## src/rtl/clause_bin_loader_if.sv

```systemverilog
// Bundle of the loader's command, bin-RAM, learnt-clause and clause-array signals.
// master = the loader itself; slave = the environment (RAM, array, solver control).
interface clause_bin_loader_if #(
  parameter int NUM_CLAUSES = 8,
  parameter int NUM_VARS    = 8,
  parameter int WIDTH_C_LEN = 4,
  parameter int WIDTH_ADDR  = 8
) ();
  logic                     start_load_i;
  logic [WIDTH_ADDR-1:0]    base_addr_i;
  logic [WIDTH_C_LEN-1:0]   nclauses_i;
  logic                     mem_rd_o;
  logic [WIDTH_ADDR-1:0]    mem_addr_o;
  logic [NUM_VARS*2-1:0]    mem_data_i;
  logic                     learntc_valid_i;
  logic [NUM_VARS*2-1:0]    learntc_i;
  logic                     learntc_ready_o;
  logic [NUM_CLAUSES-1:0]   wr_o;
  logic [NUM_VARS*2-1:0]    clause_o;
  logic [WIDTH_C_LEN-1:0]   clause_len_o;
  logic                     add_learntc_en_o;
  logic                     apply_impl_o;
  logic                     done_o;
  logic                     busy_o;
  logic                     err_o;

  modport master (
    input  start_load_i, base_addr_i, nclauses_i, mem_data_i, learntc_valid_i, learntc_i,
    output mem_rd_o, mem_addr_o, learntc_ready_o, wr_o, clause_o, clause_len_o,
           add_learntc_en_o, apply_impl_o, done_o, busy_o, err_o
  );

  modport slave (
    output start_load_i, base_addr_i, nclauses_i, mem_data_i, learntc_valid_i, learntc_i,
    input  mem_rd_o, mem_addr_o, learntc_ready_o, wr_o, clause_o, clause_len_o,
           add_learntc_en_o, apply_impl_o, done_o, busy_o, err_o
  );
endinterface

```

## src/rtl/clause_bin_loader.sv

```systemverilog
// Streams a clause bin from bin RAM into clause-array rows, or forwards one learnt clause.
// Optional literal checking (sticky err_o) is built when LOADER_LIT_CHECK_EN is defined.
//
// state    | meaning
// ---------+----------------------------------------------------------
// S_IDLE   | waiting for start_load_i or a learnt clause
// S_READ   | issuing one bin-RAM read per cycle
// S_DRAIN  | reads done, last two registered rows still being written
// S_LEARNT | learnt clause presented with add_learntc_en_o
// S_IMPL   | apply_impl_o pulse
// S_DONE   | done_o pulse, back to idle next cycle
module clause_bin_loader #(
  parameter int NUM_CLAUSES = 8,
  parameter int NUM_VARS    = 8,
  parameter int WIDTH_C_LEN = 4,
  parameter int WIDTH_ADDR  = 8
) (
  input logic                 clk,
  input logic                 rst,
  clause_bin_loader_if.master bus
);
  localparam int W_LIT = NUM_VARS * 2;
  localparam logic [WIDTH_C_LEN-1:0] LEN_MAX = '1;

  typedef enum logic [2:0] {
    S_IDLE, S_READ, S_DRAIN, S_LEARNT, S_IMPL, S_DONE
  } state_t;

  function automatic logic [WIDTH_C_LEN-1:0] clause_len(input logic [W_LIT-1:0] lits);
    int cnt;
    cnt = 0;
    for (int i = 0; i < NUM_VARS; i++)
      if (lits[2*i +: 2] != 2'b00) cnt = cnt + 1;
    if (cnt > int'(LEN_MAX)) return LEN_MAX;
    return WIDTH_C_LEN'(cnt);
  endfunction

  state_t                  state;
  logic [WIDTH_C_LEN-1:0]  rd_left;
  logic                    drain_left;
  logic                    rd_d1;
  logic [NUM_CLAUSES-1:0]  wr_oh;
  logic                    mem_rd_q;
  logic [WIDTH_ADDR-1:0]   mem_addr_q;
  logic [NUM_CLAUSES-1:0]  wr_q;
  logic [W_LIT-1:0]        clause_q;
  logic [WIDTH_C_LEN-1:0]  len_q;
  logic                    add_q;
  logic                    apply_q;
  logic                    done_q;
  logic                    busy_q;
  logic [WIDTH_C_LEN-1:0]  n_eff;
  logic                    accept_learnt;

  always_comb begin
    n_eff = bus.nclauses_i;
    if (32'(bus.nclauses_i) > NUM_CLAUSES) n_eff = WIDTH_C_LEN'(NUM_CLAUSES);
  end

  assign accept_learnt = (state == S_IDLE) && bus.learntc_valid_i && !bus.start_load_i;

  always_ff @(posedge clk or negedge rst) begin
    if (!rst) begin
      state      <= S_IDLE;
      rd_left    <= '0;
      drain_left <= 1'b0;
      rd_d1      <= 1'b0;
      wr_oh      <= '0;
      mem_rd_q   <= 1'b0;
      mem_addr_q <= '0;
      wr_q       <= '0;
      clause_q   <= '0;
      len_q      <= '0;
      add_q      <= 1'b0;
      apply_q    <= 1'b0;
      done_q     <= 1'b0;
      busy_q     <= 1'b0;
    end else begin
      rd_d1   <= mem_rd_q;
      add_q   <= 1'b0;
      apply_q <= 1'b0;
      done_q  <= 1'b0;
      // RAM data arrives the cycle after the read strobe; register it straight into a row write
      if (rd_d1) begin
        wr_q     <= wr_oh;
        clause_q <= bus.mem_data_i;
        len_q    <= clause_len(bus.mem_data_i);
        wr_oh    <= wr_oh << 1;
      end else begin
        wr_q <= '0;
      end
      case (state)
        S_IDLE: begin
          if (bus.start_load_i) begin
            busy_q <= 1'b1;
            wr_oh  <= NUM_CLAUSES'(1);
            if (n_eff == '0) begin
              state  <= S_DONE;
              done_q <= 1'b1;
            end else begin
              state      <= S_READ;
              mem_rd_q   <= 1'b1;
              mem_addr_q <= bus.base_addr_i;
              rd_left    <= n_eff - 1'b1;
            end
          end else if (accept_learnt) begin
            state    <= S_LEARNT;
            busy_q   <= 1'b1;
            add_q    <= 1'b1;
            clause_q <= bus.learntc_i;
            len_q    <= clause_len(bus.learntc_i);
          end
        end
        S_READ: begin
          if (rd_left == '0) begin
            mem_rd_q   <= 1'b0;
            drain_left <= 1'b1;
            state      <= S_DRAIN;
          end else begin
            mem_addr_q <= mem_addr_q + 1'b1;
            rd_left    <= rd_left - 1'b1;
          end
        end
        S_DRAIN: begin
          if (!drain_left) begin
            state   <= S_IMPL;
            apply_q <= 1'b1;
          end else begin
            drain_left <= 1'b0;
          end
        end
        S_LEARNT: begin
          state   <= S_IMPL;
          apply_q <= 1'b1;
        end
        S_IMPL: begin
          state  <= S_DONE;
          done_q <= 1'b1;
        end
        S_DONE: begin
          state  <= S_IDLE;
          busy_q <= 1'b0;
        end
        default: state <= S_IDLE;
      endcase
    end
  end

`ifdef LOADER_LIT_CHECK_EN
  function automatic logic lit_bad(input logic [W_LIT-1:0] lits);
    logic bad;
    bad = (lits == '0);
    for (int i = 0; i < NUM_VARS; i++)
      if (lits[2*i +: 2] == 2'b11) bad = 1'b1;
    return bad;
  endfunction

  logic err_q;

  // Flag is raised on the same edge that registers the offending write
  always_ff @(posedge clk or negedge rst) begin
    if (!rst) begin
      err_q <= 1'b0;
    end else if ((rd_d1 && lit_bad(bus.mem_data_i)) ||
                 (accept_learnt && lit_bad(bus.learntc_i))) begin
      err_q <= 1'b1;
    end
  end

  assign bus.err_o = err_q;
`else
  assign bus.err_o = 1'b0;
`endif

  assign bus.learntc_ready_o  = accept_learnt & rst;
  assign bus.mem_rd_o         = mem_rd_q;
  assign bus.mem_addr_o       = mem_addr_q;
  assign bus.wr_o             = wr_q;
  assign bus.clause_o         = clause_q;
  assign bus.clause_len_o     = len_q;
  assign bus.add_learntc_en_o = add_q;
  assign bus.apply_impl_o     = apply_q;
  assign bus.done_o           = done_q;
  assign bus.busy_o           = busy_q;
endmodule

```

## src/flat_wrapper.sv

```systemverilog
// flat-port wrapper written by rule: the top's interface ports become plain ports
module clause_bin_loader_flat 
#(
  parameter int NUM_CLAUSES = 8,
  parameter int NUM_VARS    = 8,
  parameter int WIDTH_C_LEN = 4,
  parameter int WIDTH_ADDR  = 8
)
  (clk, rst, bus_start_load_i, bus_base_addr_i, bus_nclauses_i, bus_mem_data_i, bus_learntc_valid_i, bus_learntc_i, bus_mem_rd_o, bus_mem_addr_o, bus_learntc_ready_o, bus_wr_o, bus_clause_o, bus_clause_len_o, bus_add_learntc_en_o, bus_apply_impl_o, bus_done_o, bus_busy_o, bus_err_o);
  clause_bin_loader_if #(.NUM_CLAUSES(NUM_CLAUSES), .NUM_VARS(NUM_VARS), .WIDTH_C_LEN(WIDTH_C_LEN), .WIDTH_ADDR(WIDTH_ADDR)) bus_i ();
  input logic clk;
  input logic rst;
  input wire logic [$bits(bus_i.start_load_i)-1:0] bus_start_load_i;
  input wire logic [$bits(bus_i.base_addr_i)-1:0] bus_base_addr_i;
  input wire logic [$bits(bus_i.nclauses_i)-1:0] bus_nclauses_i;
  input wire logic [$bits(bus_i.mem_data_i)-1:0] bus_mem_data_i;
  input wire logic [$bits(bus_i.learntc_valid_i)-1:0] bus_learntc_valid_i;
  input wire logic [$bits(bus_i.learntc_i)-1:0] bus_learntc_i;
  output wire logic [$bits(bus_i.mem_rd_o)-1:0] bus_mem_rd_o;
  output wire logic [$bits(bus_i.mem_addr_o)-1:0] bus_mem_addr_o;
  output wire logic [$bits(bus_i.learntc_ready_o)-1:0] bus_learntc_ready_o;
  output wire logic [$bits(bus_i.wr_o)-1:0] bus_wr_o;
  output wire logic [$bits(bus_i.clause_o)-1:0] bus_clause_o;
  output wire logic [$bits(bus_i.clause_len_o)-1:0] bus_clause_len_o;
  output wire logic [$bits(bus_i.add_learntc_en_o)-1:0] bus_add_learntc_en_o;
  output wire logic [$bits(bus_i.apply_impl_o)-1:0] bus_apply_impl_o;
  output wire logic [$bits(bus_i.done_o)-1:0] bus_done_o;
  output wire logic [$bits(bus_i.busy_o)-1:0] bus_busy_o;
  output wire logic [$bits(bus_i.err_o)-1:0] bus_err_o;
  assign bus_i.start_load_i = bus_start_load_i;
  assign bus_i.base_addr_i = bus_base_addr_i;
  assign bus_i.nclauses_i = bus_nclauses_i;
  assign bus_i.mem_data_i = bus_mem_data_i;
  assign bus_i.learntc_valid_i = bus_learntc_valid_i;
  assign bus_i.learntc_i = bus_learntc_i;
  assign bus_mem_rd_o = bus_i.mem_rd_o;
  assign bus_mem_addr_o = bus_i.mem_addr_o;
  assign bus_learntc_ready_o = bus_i.learntc_ready_o;
  assign bus_wr_o = bus_i.wr_o;
  assign bus_clause_o = bus_i.clause_o;
  assign bus_clause_len_o = bus_i.clause_len_o;
  assign bus_add_learntc_en_o = bus_i.add_learntc_en_o;
  assign bus_apply_impl_o = bus_i.apply_impl_o;
  assign bus_done_o = bus_i.done_o;
  assign bus_busy_o = bus_i.busy_o;
  assign bus_err_o = bus_i.err_o;
  clause_bin_loader #(.NUM_CLAUSES(NUM_CLAUSES), .NUM_VARS(NUM_VARS), .WIDTH_C_LEN(WIDTH_C_LEN), .WIDTH_ADDR(WIDTH_ADDR)) u_core (.clk(clk), .rst(rst), .bus(bus_i));
endmodule
```

## config.mk

```make
export PLATFORM = sky130hd
export DESIGN_NAME = clause_bin_loader_flat
export DESIGN_NICKNAME = d
export VERILOG_FILES = /design/src/rtl/clause_bin_loader_if.sv /design/src/rtl/clause_bin_loader.sv /design/src/flat_wrapper.sv
export SDC_FILE = /design/constraint.sdc
export NUM_CORES = 1
export LEC_CHECK = 0
export ABC_CLOCK_PERIOD_IN_PS = 2600
export BUFFER_PORTS_ARGS = -buffer_cell sky130_fd_sc_hd__buf_2
export CORE_MARGIN = 8
export CORE_UTILIZATION = 25
export CTS_BUF_LIST = sky130_fd_sc_hd__clkbuf_4
export DETAILED_ROUTE_END_ITERATION = 6
export PLACE_DENSITY = 0.41
export SETUP_SLACK_MARGIN = 0.1
export SLEW_MARGIN = 20
export SYNTH_ARGS = -nofsm -noshare
export SYNTH_HDL_FRONTEND = slang
export SYNTH_SLANG_ARGS = --single-unit
```

## constraint.sdc

```tcl
create_clock -name clk -period 2.6 [get_ports clk]
set_input_delay 0.52 -clock clk [delete_from_list [all_inputs] [get_ports clk]]
set_output_delay 0.52 -clock clk [all_outputs]
set_load 0.03 [all_outputs]
```

Yosys cells after proc, flatten, opt, wreduce, memory -nomap -nowiden
Index checks and enable logic that the tools add are counted.
{ "op_classes": {"addsub": 17, "n_lt_le_gt_ge": 3, "eq_ne": 11, "n_mux": 102, "bitwise_logic": 1, "n_reduce_logical": 30} }
{ "op_table": {"columns": ["op", "n"], "rows": [
  ["32-bit two-way mux", 46],
  ["32-bit by 2-bit adder with 32-bit output (second input constant)", 14],
  ["32-bit by 5-bit greater-than comparator with 1-bit output (second input constant)", 2],
  ["16-bit two-way mux", 4],
  ["8-bit two-way mux", 7],
  ["4-bit two-way mux", 12],
  ["2-bit nonzero test", 19],
  ["1-bit two-way mux", 20],
  ["8-bit case mux with 2 select lines", 1],
  ["3-bit two-way mux", 5],
  ["3-bit case mux with 5 select lines", 1],
  ["1-bit case mux with 2 select lines", 5],
  ["8-bit by 1-bit adder with 8-bit output (second input constant)", 1],
  ["4-bit logical NOT", 2],
  ["2-bit inequality test (second input constant)", 4],
  ["4-bit case mux with 2 select lines", 1],
  ["4-bit AND reduction", 2],
  ["4-bit by 1-bit subtractor with 4-bit output (second input constant)", 2],
  ["3-bit by 2-bit equality test with 1-bit output (second input constant)", 2],
  ["3-bit equality test (second input constant)", 2],
  ["4-bit greater-than comparator (second input constant)", 1],
  ["2-bit AND reduction", 2],
  ["3-bit by 1-bit equality test with 1-bit output (second input constant)", 1],
  ["3-bit logical NOT", 1],
  ["6 further kinds", 7]
]} }
{ "totals": {"regBits": 58, "in_bits": 48, "output_inout_bits": 43, "wordCells": 178} }

Depth between registers and ports, before layout
Gate-level depths: netlist of the first run.
{ "depth": {"ltp_word": 50, "ltp_mapped": 23, "ltp_nobuf": 23} }

Worst setup path after synthesis of the first run
No wires, ideal clock.
{ "synth_path": {"kind": "in2reg", "from": "input bus_mem_data_i[2]", "to": "register u_core.len_q[1] (netlist: u_core.bus.clause_len_o[1])", "setup_time_ns": 0.131, "arrival_ns": 4.657, "required_time_ns": 2.469, "path_slack_ns": -2.188, "cell_stages": 21, "n_path_buf": 0, "path_cell_list": "or2_2 -> ha_1 -> or3_1 -> and2_1 -> ha_1 -> o21ai_0 -> nand2_1 -> ha_1 -> nor2_1 -> nor2_1 -> ha_1 -> nor2b_1 -> o21bai_1 -> ha_1 -> nand2_1 -> a21bo_1 -> ha_1 -> mux2_2 -> a2111o_1 -> o21ai_1 -> o211ai_1"} }
{ "synth_between": {"elab_chain_cells": 29} }
{ "synth_lines": {"columns": ["item", "line", "source"], "rows": [
  ["start, declared", "flat_wrapper.sv:16", "input wire logic [$bits(bus_i.mem_data_i)-1:0] bus_mem_data_i;"],
  ["2-bit nonzero test *", "clause_bin_loader.sv:33", "if (lits[2*i +: 2] != 2'b00) cnt = cnt + 1;"],
  ["32-bit two-way mux *", "clause_bin_loader.sv:33", null],
  ["32-bit two-way mux *", "clause_bin_loader.sv:84", "if (rd_d1) begin"],
  ["32-bit by 2-bit adder with 32-bit output", "clause_bin_loader.sv:33", null],
  ["32-bit two-way mux *", "clause_bin_loader.sv:33", null],
  ["32-bit two-way mux *", "clause_bin_loader.sv:84", null],
  ["32-bit by 2-bit adder with 32-bit output", "clause_bin_loader.sv:33", null],
  ["32-bit two-way mux *", "clause_bin_loader.sv:33", null],
  ["[... 13 more ...]", null, null],
  ["32-bit by 5-bit greater-than comparator with 1-bit output", "clause_bin_loader.sv:34", "if (cnt > int'(LEN_MAX)) return LEN_MAX;"],
  ["1-bit two-way mux", "clause_bin_loader.sv:34", null],
  ["1-bit two-way mux", "clause_bin_loader.sv:84", null],
  ["4-bit two-way mux *", "clause_bin_loader.sv:35", "return WIDTH_C_LEN'(cnt);"],
  ["4-bit two-way mux *", "clause_bin_loader.sv:84", null],
  ["4-bit two-way mux", "clause_bin_loader.sv:106", "end else if (accept_learnt) begin"],
  ["4-bit two-way mux", "clause_bin_loader.sv:94", "if (bus.start_load_i) begin"],
  ["4-bit two-way mux *", "clause_bin_loader.sv:92", "case (state)"],
  ["end signal, assigned", "clause_bin_loader.sv:87", "len_q <= clause_len(bus.mem_data_i);"],
  ["end signal, assigned", "clause_bin_loader.sv:111", "len_q <= clause_len(bus.learntc_i);"],
  ["end, declared", "clause_bin_loader.sv:47", "logic [WIDTH_C_LEN-1:0] len_q;"]
]} }
Every way passes the cells marked *; elsewhere a longest branch is shown, timed or not. The select of a mux whose other input is x is not followed.
A chain may end at the register's enable or synchronous reset.

Final worst setup path of the first run
{ "layout_path": {"from": "input bus_mem_data_i[3]", "to": "register u_core.len_q[1] (netlist: u_core.bus.clause_len_o[1])"} }
Same word-level chain as after synthesis.

==> results.toml, run 1 <==
[place]
place_hpwl_mm = 8.80
place_congestion = 0.779
portBuffers = 89

[floorplanning]
ios = 91
dieArea_sq_um = 19500
num_rows = 45
core_sq_um = 15100
die_h_microns = 140
start_util = 0.253
die_x_microns = 140

[logic_synthesis]
synth-seq-cells = 58
mappedNetlistArea_sq_um = 3820
synth_edf_count = 0
synth_cells = 422
ys_types = 63
synth.net_count = 485
synth_area_per_cell_sq_um = 9.06
synth-seq-area-share = 0.380
async_flop_share = 1.00
ys_warn_count = 0
synth_ff_type = "dfrtp_1"

[timing]
hold_violations = 0
finalSetupViolCount = 4
post-route-period-util = 1.52
rsz0062_at_grt = "true"
slew_headroom = 0.473
worst_hold_slack_ns = 0.261
fin_skew_ns = 0.0212
tightest_slew_ns = 0.791
setup_ws_ns = -1.34
min_period_ns = 3.94
max_freq_ghz = 0.254
slew_viol_final = 0

[power]
p_comb_frac = 0.587
peakVddDrop_uv = 394
p_leak_nw = 2.56
p_sw_frac = 0.457
pwr-share-seq = 0.274
power_density_nw_per_um2 = 1070
internal-power_w = 0.00316
switchingPower_w = 0.00266
p_clk_frac = 0.139

[drt]
drt_wl_total_mm = 11.4
dr.pass1.iters = 4
wl_met1_mm = 5.21
wl_per_cell_microns = 14.7
top_layer_used = "met5"
avgViaCountPerCell = 4.65
drt_iter0_markers = 135
dr_wl_met2_mm = 5.50
wl_met3_microns = 456
drc = 0
vias = 3600
drtAntennaViolNets = 0

[layout]
regArea_sq_um = 1450
antenna_cells = 0
final_core_util = 0.362
drive_above_1_share = 0.412
layout_common_cells = "84 x buf_2, 77 x buf_4, 56 x dfrtp_1"
nets = 645
syn_to_final_growth_pct = 42.7
nFillCells = 1594
layout_commonest_cell = "buf_2"
multiInputGateArea_sq_um = 2490

[clock_network]
clock_latency_ns = 0.43
root_buffer = "clkbuf_4"
cts_tree = "built"
hold_buffers = 0
cts_htree_levels = 3
cts_buffers = 9
cts_sinks = 58
cts_max_path_buffers = 2
clk_pin_slew_worst_paths_ns = 0.12

[setup_path]
worst_setup_path_end_kind = "flop"
r2r-end = "u_core.rd_left[2]"
path_max_fanout = 3
reg2reg_from = "u_core.state[0]"
ff2ff_setup_slack_ns = 0.60
critPathLaunchType = "input pin"
cp_data_arrival_time_ns = 4.25
ff2ff_path_depth = 8
crit_required_ns = 2.91
worst-setup-path-type = "in2reg"

[run_status]
status = "complete, but fails checks"
violations = "setup timing"

[global_route]
grt_max_degree = 59
grt_overflow_total = 0
antenna_found_initial = 2
grt_pass1_vias = 3668
grt_first_pass_wirelength_mm = 18.7
track_usage = 0.120

[job]
max_cap_viol_count = 0

[hold_path]
min_path_type = "in2async"
[worst max path at each step]
stage / from / end / slack (ns) / depth (start not counted)
final: bus_mem_data_i[3] / u_core.bus.clause_len_o[1] / -1.34 / 22
after CTS: bus_mem_data_i[3] / u_core.bus.clause_len_o[1] / -1.33 / 22
after detailed placement: bus_mem_data_i[0] / u_core.bus.clause_len_o[1] / -2.09 / 23
after global placement: bus_mem_data_i[0] / u_core.bus.clause_len_o[1] / -1.99 / 23
after global routing: bus_learntc_i[3] / u_core.bus.clause_len_o[1] / -1.44 / 22
after floorplan: bus_mem_data_i[2] / u_core.bus.clause_len_o[1] / -1.82 / 21
[cell type report]
class	instances	share of cell area
Sequential cell	58	0.266
Tap cell	188	0.0431
Clock buffer	9	0.0124
Multi-Input combinational cell	333	0.456
Inverter	14	0.00963
Clock inverter	7	0.0188
Timing Repair Buffer	166	0.193
[registers in the layout, summed over array words and instances (netlist names)]
signal,flops
u_core.drain_left,1
u_core.state,3
u_core.bus.wr_o,8
u_core.bus.clause_len_o,4
u_core.rd_left,4
u_core.bus.mem_addr_o,8
u_core.bus.busy_o,1
u_core.wr_oh,8
u_core.bus.add_learntc_en_o,1
u_core.rd_d1,1
u_core.bus.clause_o,16
u_core.bus.apply_impl_o,1
u_core.bus.mem_rd_o,1
u_core.bus.done_o,1
[what timing repair did]
item | CTS | global route
buffers inserted | 6 | 2
pin swaps | 16 | 6
setup endpoints to repair | 5 | 5
gates resized for setup | 23 | 7
[kinds of logic after synthesis]
kind of cell	synth area share
compound gates	0.193
xor+xnor	0.0874
fa+ha+maj	0.0543
buf+inv	0.0314
flops	0.380
mux	0.0638
other cells	0.000981
simple gates	0.189
[layer usage]
metal / GRT usage / up-vias
met5: 0 / -
met4: 0.0446 / 4
met2: 0.203 / 50
met3: 0.0298 / 17
met1: 0.146 / 1698
li1: - / 1831
[through the flow]
| stage | instances | power, W | setup slack [ns] | TNS, ns | area [sq um] |
|---|---|---|---|---|---|
| 2_1_floorplan | 422 | 0.00384 | -1.82 | -6.46 | 3940 |
| 3_3_place_gp | 751 | 0.00488 | -1.99 | -7.55 | 5070 |
| 3_5_place_dp | 751 | 0.00490 | -2.09 | -7.80 | 5070 |
| 4_1_cts | 773 | 0.00590 | -1.33 | -5.05 | 5410 |
| 5_1_grt | 775 | 0.00633 | -1.44 | -5.70 | 5460 |
| 6_report | 775 | 0.00583 | -1.34 | -5.18 | 5460 |
[worst max-delay path, cell delays in order]
cell      delay (ns)
buf_6           0.09
or2_4           0.25
ha_4            0.16
or3_4           0.32
and2_4          0.15
ha_4            0.28
o21ai_4         0.05
nand2_2         0.08
ha_4            0.21
nor2_2          0.09
nor2_1          0.05
ha_1            0.27
nor2b_4         0.13
o21bai_4        0.18
ha_4            0.22
nand2_2         0.07
a21bo_4         0.23
ha_4            0.20
mux2_4          0.27
a2111o_1        0.27
o21ai_1         0.08
o211ai_1        0.10
[power groups by stage]
stage	logic, W	registers (W)	clock network, W
after global placement	0.00326	0.00162	0
after global routing	0.00377	0.00167	0.000886
after detailed placement	0.00328	0.00162	0
after CTS	0.00344	0.00160	0.000850
final	0.00342	0.00160	0.000809
after floorplan	0.00175	0.00210	0
[cell usage after synthesis (8+ instances only)]
cell type,count,share of area
ha_1,15,0.049
xnor2_1,10,0.023
dfrtp_1,58,0.38
nor2_1,39,0.038
clkbuf_1,14,0.014
a21oi_1,28,0.037
nand3_1,9,0.012
nor3_1,8,0.010
and2_1,13,0.021
mux2i_1,21,0.055
inv_1,14,0.014
nand2_1,38,0.037
o21ai_0,46,0.060
Note: power is estimated with default switching activity, not from simulation.
==> inputs of run 2 (changes only) <==
==> constraint.sdc (replaced) <==
create_clock -name clk -period 2.6 [get_ports clk]
set_input_delay 0.13 -clock clk [delete_from_list [all_inputs] [get_ports clk]]
set_output_delay 0.13 -clock clk [all_outputs]
set_load 0.03 [all_outputs]
==> results.toml, run 2 (synthesis results as in run 1) <==
[global_route]
grt_pass1_vias = 3827
antenna_found_initial = 1
grt_max_degree = 59
grt_first_pass_wirelength_mm = 19.3
track_usage = 0.124
grt_overflow_total = 0

[timing]
slew_viol_final = 0
setup-tns-final_ns = -3.73
max_freq_ghz = 0.281
worst_hold_slack_ns = 0.0339
rsz0062_at_grt = "true"
post-route-period-util = 1.37
hold_violations = 0
slew_headroom = 0.479
finalSetupViolCount = 4
tightest_slew_ns = 0.781
fin_skew_ns = 0.0172
min_period_ns = 3.56
setup_ws_ns = -0.964

[place]
post-place-ws_ns = -1.67
place_hpwl_mm = 8.90
portBuffers = 89
place_congestion = 0.777

[layout]
largest_reg_flops = 16
layout_commonest_cell = "buf_2"
nets = 675
drive_above_1_share = 0.404
final_core_util = 0.382
syn_to_final_growth_pct = 50.6
layout_common_cells = "85 x buf_2, 83 x buf_4, 58 x dfrtp_1"

[power]
total_power_w = 0.00600
power_density_nw_per_um2 = 1040
peakVddDrop_uv = 461
p_leak_nw = 2.70

[job]
max_cap_viol_count = 0

[floorplanning]
die_x_microns = 140
start_util = 0.253
num_rows = 45
core_sq_um = 15100
die_h_microns = 140
dieArea_sq_um = 19500
ios = 91

[drt]
dr.pass1.iters = 4
drt_wl_total_mm = 11.7
drt_iter0_markers = 178
wl_per_cell_microns = 14.6
drtAntennaViolNets = 0
avgViaCountPerCell = 4.57
vias = 3684
drc = 0

[setup_path]
cpMaxStageDelayCell = "or3_4"
ff2ff_path_depth = 6
cp_data_arrival_time_ns = 3.89
path_max_fanout = 3
crit_required_ns = 2.92
crit_cells = 22
worst-setup-path-type = "in2reg"
crit_buf_inv = 1
max_stage_delay_ns = 0.32
path_cells = "buf_6, or2_4, ha_4, or3_4, and2_4, ha_4, o21ai_2, nand2_2, ha_4, nor2_2, nor2_1, ha_1, nor2b_4, o21bai_4, ha_4, nand2_2, a21bo_4, ha_4, mux2_4, a2111o_1, o21ai_1, o211ai_1"
critPathLaunchType = "input pin"
worst_setup_path_end_kind = "flop"
path_common_cell = "ha_4"
path_delay_family = "adder cells"

[clock_network]
root_buffer = "clkbuf_4"
clk_pin_slew_worst_paths_ns = 0.11
cts_tree = "built"
cts_htree_levels = 3
cts_buffers = 9
clock_latency_ns = 0.44
cts_sinks = 58
cts_max_path_buffers = 2

[run_status]
status = "complete, but fails checks"
violations = "setup timing"

[hold_path]
min_path_cells = 3
min_path_type = "in2reg"
[run 2: final timing paths]
path | from | end | slack, ns
min in group asynchronous | rst | u_core.rd_left[2] | 0.42
hold / removal | bus_mem_data_i[12] | u_core.bus.clause_o[12] | 0.03
setup / recovery | bus_mem_data_i[3] | u_core.bus.clause_len_o[1] | -0.96
max in group asynchronous | rst | u_core.bus.mem_rd_o | 1.64
setup reg to reg | u_core.state[1] | u_core.bus.clause_o[2] | 0.59
hold reg to reg | u_core.bus.mem_rd_o | u_core.rd_d1 | 0.44
[run 2: area by class of cell]
class                           count  area [sq um]
Fill cell                        1540          9330
Multi-Input combinational cell    333          2490
Sequential cell                    58          1450
Timing Repair Buffer              196          1330
Tap cell                          188           235
Clock inverter                      5           103
Clock buffer                       11          82.6
Inverter                           14          56.3
Antenna cell                        1          2.50
[run 2: per-layer routing]
metal	part of all wire	global-route usage
met1	0.46	0.151
met5	0	0
met4	0.019	0.0554
met2	0.49	0.208
met3	0.038	0.0236
[run 2: metrics by stage]
| step | std cells | cell area [sq um] |
|---|---|---|
| detailed placement | 750 | 5070 |
| CTS | 801 | 5680 |
| global route | 806 | 5760 |
| global placement | 750 | 5070 |
| finish | 806 | 5760 |
| floorplan | 422 | 3940 |
[run 2: what timing repair did]
| item | CTS | global route |
|---|---|---|
| endpoints found under the setup margin | 5 | 5 |
| endpoints found under the hold margin | 78 | 0 |
| pin swaps | 19 | 6 |
| hold buffers | 24 | 0 |
| gates resized for setup | 20 | 9 |
| buffers inserted | 11 | 4 |
[run 2: worst register-to-register path: stages (launching register included)]
cell and delay (ns):
dfrtp_1 0.52, nor3_1 0.27, nand3b_1 0.31, clkinvlp_4 0.29, buf_4 0.14, buf_4 0.21
o21ai_0 0.14
[run 2: power breakdown]
part | total [W] | switching (W) | internal [W]
combinational | 0.00351 | 0.00199 | 0.00152
clock | 0.000885 | 0.000378 | 0.000507
sequential | 0.00160 | 0.000298 | 0.00130
total | 0.00600 | 0.00266 | 0.00333
==> inputs of run 3 (changes only) <==
--- a/config.mk
+++ b/config.mk
@@ -8,7 +8,9 @@
 export ABC_CLOCK_PERIOD_IN_PS = 2600
 export BUFFER_PORTS_ARGS = -buffer_cell sky130_fd_sc_hd__buf_2
+export CORE_ASPECT_RATIO = 1.5
 export CORE_MARGIN = 8
 export CORE_UTILIZATION = 25
 export CTS_BUF_LIST = sky130_fd_sc_hd__clkbuf_4
+export CTS_CLUSTER_SIZE = 8
 export DETAILED_ROUTE_END_ITERATION = 6
 export PLACE_DENSITY = 0.41
==> constraint.sdc (replaced) <==
create_clock -name clk -period 2.6 [get_ports clk]
set_input_delay 0.39 -clock clk [delete_from_list [all_inputs] [get_ports clk]]
set_output_delay 0.39 -clock clk [all_outputs]
set_load 0.03 [all_outputs]
==> results.toml, run 3 (synthesis results as in run 1) <==
[run_status]
status = "complete, but fails checks"
violations = "setup timing"

[timing]
max_freq_ghz = 0.260
slew_viol_final = 0
tightest_slew_ns = 0.782
slew_headroom = 0.479
post-route-period-util = 1.48
min_period_ns = 3.84
fin_skew_ns = 0.0175
setup_ws_ns = -1.24
hold_violations = 0
finalSetupViolCount = 4
rsz0062_at_grt = "true"

[global_route]
grt_overflow_total = 0
track_usage = 0.128
grt_max_degree = 59
antenna_found_initial = 1
grt_pass1_vias = 4029
grt_first_pass_wirelength_mm = 19.7

[power]
power_density_nw_per_um2 = 1040
p_leak_nw = 2.58
internal-power_w = 0.00301
p_clk_frac = 0.095
p_sw_frac = 0.471
pwr-share-seq = 0.282
switchingPower_w = 0.00268
peakVddDrop_uv = 449
p_comb_frac = 0.623
total_power_w = 0.00569

[setup_path]
critPathLaunchType = "input pin"
ff2ff_path_depth = 9
path_common_cell = "ha_4"
r2r-end = "u_core.rd_left[2]"
worst-setup-path-type = "in2reg"
ff2ff_setup_slack_ns = 0.52
reg2reg_from = "u_core.state[0]"
path_delay_family = "compound AO/OA/AOI/OAI gates"
path_cells = "buf_6, or2_4, ha_4, or3_4, and2_4, ha_4, o21a_1, a311oi_2, nor2_1, ha_1, nor2b_4, o21bai_4, ha_4, nand2_2, a21bo_4, ha_4, mux2_4, a2111o_1, o21ai_1, o211ai_1"
cp_data_arrival_time_ns = 4.16
path_max_fanout = 2
crit_required_ns = 2.91
max_stage_delay_ns = 0.33
cpMaxStageDelayCell = "or3_4"
crit_buf_inv = 1
worst_setup_path_end_kind = "flop"

[clock_network]
cts_sinks = 58
hold_buffers = 0
cts_buffers = 9
root_buffer = "clkbuf_4"
cts_htree_levels = 3
clk_pin_slew_worst_paths_ns = 0.11
cts_max_path_buffers = 2
clock_latency_ns = 0.41
cts_tree = "built"

[drt]
drt_iter0_markers = 92
drt_wl_total_mm = 11.9
drtAntennaViolNets = 0
vias = 3711
drc = 0
dr.pass1.iters = 4
avgViaCountPerCell = 4.67
wl_per_cell_microns = 15.0

[place]
dp.cells = 766
portBuffers = 89
place_congestion = 0.788
place_hpwl_mm = 9.28

[layout]
largest_reg_flops = 16
fin_cells = 794
nets = 653
syn_to_final_growth_pct = 42.8
layout_common_cells = "85 x buf_2, 85 x buf_4, 58 x dfrtp_1"
drive_above_1_share = 0.424
nFillCells = 1634

[hold_path]
hold_path_end = "u_core.bus.clause_o[1]"
min_path_cells = 3
min_path_type = "in2reg"
min_from = "bus_learntc_i[1]"

[floorplanning]
ios = 91
core_sq_um = 15000
die_h_microns = 167
dieArea_sq_um = 19600
num_rows = 55
die_x_microns = 117
start_util = 0.255

[job]
max_cap_viol_count = 0
## run 3: cell types whose count changed in the layout (fill, tap and decap cells not counted), moves of 2 or more
cell and change:
buf_4 +2, bufinv_16 -3, clkbuf_4 -2, clkinv_2 +3, dlygate4sd3_1 -24, nand2_1 -2, nand2_2 +2
## run 3: power by group through the flow
stage / combinational (W) / clock (W) / sequential (W)
2_1_floorplan: 0.00175 / 0 / 0.00210
3_3_place_gp: 0.00332 / 0 / 0.00162
3_5_place_dp: 0.00336 / 0 / 0.00163
4_1_cts: 0.00354 / 0.000585 / 0.00161
5_1_grt: 0.00391 / 0.000608 / 0.00167
6_report: 0.00355 / 0.000541 / 0.00161
## run 3: worst max path at each step
stage | start | end | slack, ns | cells after the start
after global placement | bus_mem_data_i[2] | u_core.bus.clause_len_o[1] | -1.87 | 22
final | bus_mem_data_i[3] | u_core.bus.clause_len_o[1] | -1.24 | 20
after floorplan | bus_mem_data_i[2] | u_core.bus.clause_len_o[1] | -1.69 | 21
after detailed placement | bus_mem_data_i[0] | u_core.bus.clause_len_o[1] | -1.90 | 23
after CTS | bus_mem_data_i[3] | u_core.bus.clause_len_o[1] | -1.20 | 20
after global routing | bus_learntc_i[3] | u_core.bus.clause_len_o[1] | -1.38 | 22
## run 3: metrics by stage
stage               instance area (sq um)  setup WS, ns  hold slack (ns)  utilization  setup TNS, ns
finish                               5460         -1.24            0.178        0.364          -4.63
global route                         5460         -1.38            0.165        0.364          -5.41
CTS                                  5410         -1.20            0.120        0.360          -4.59
detailed placement                   5120         -1.90            0.408        0.341          -7.16
global placement                     5120         -1.87            0.400        0.341          -6.94
floorplan                            3940         -1.69           0.0944            -          -5.94
## run 3: tightest hold or removal path, stage by stage
cell and delay (ns):
buf_6 0.07, nand2_1 0.04, o21ai_0 0.06
## run 3: cell type report
type	count	area, sq um	area share
inverters	14	52.6	0.00962
clock inverters	6	35.0	0.00641
diodes	1	2.50	0.000458
flip-flops and latches	58	1450	0.266
well taps	199	249	0.0456
multi-input cells	333	2490	0.457
repair buffers	174	1110	0.203
clock buffers	9	67.6	0.0124
## run 3: per-layer routing
layer	vias up	global-route usage	wire length, microns
met2	76	0.241	6420
met5	-	0	0
met1	1781	0.132	4660
li1	1840	-	-
met4	0	0.0470	204
met3	14	0.0302	599
## run 3: timing repair
action / 4_1_cts / 5_1_grt
endpoints found under the setup margin: 5 / 4
buffers inserted: 10 / 2
pin swaps: 20 / 9
resized for setup: 21 / 7
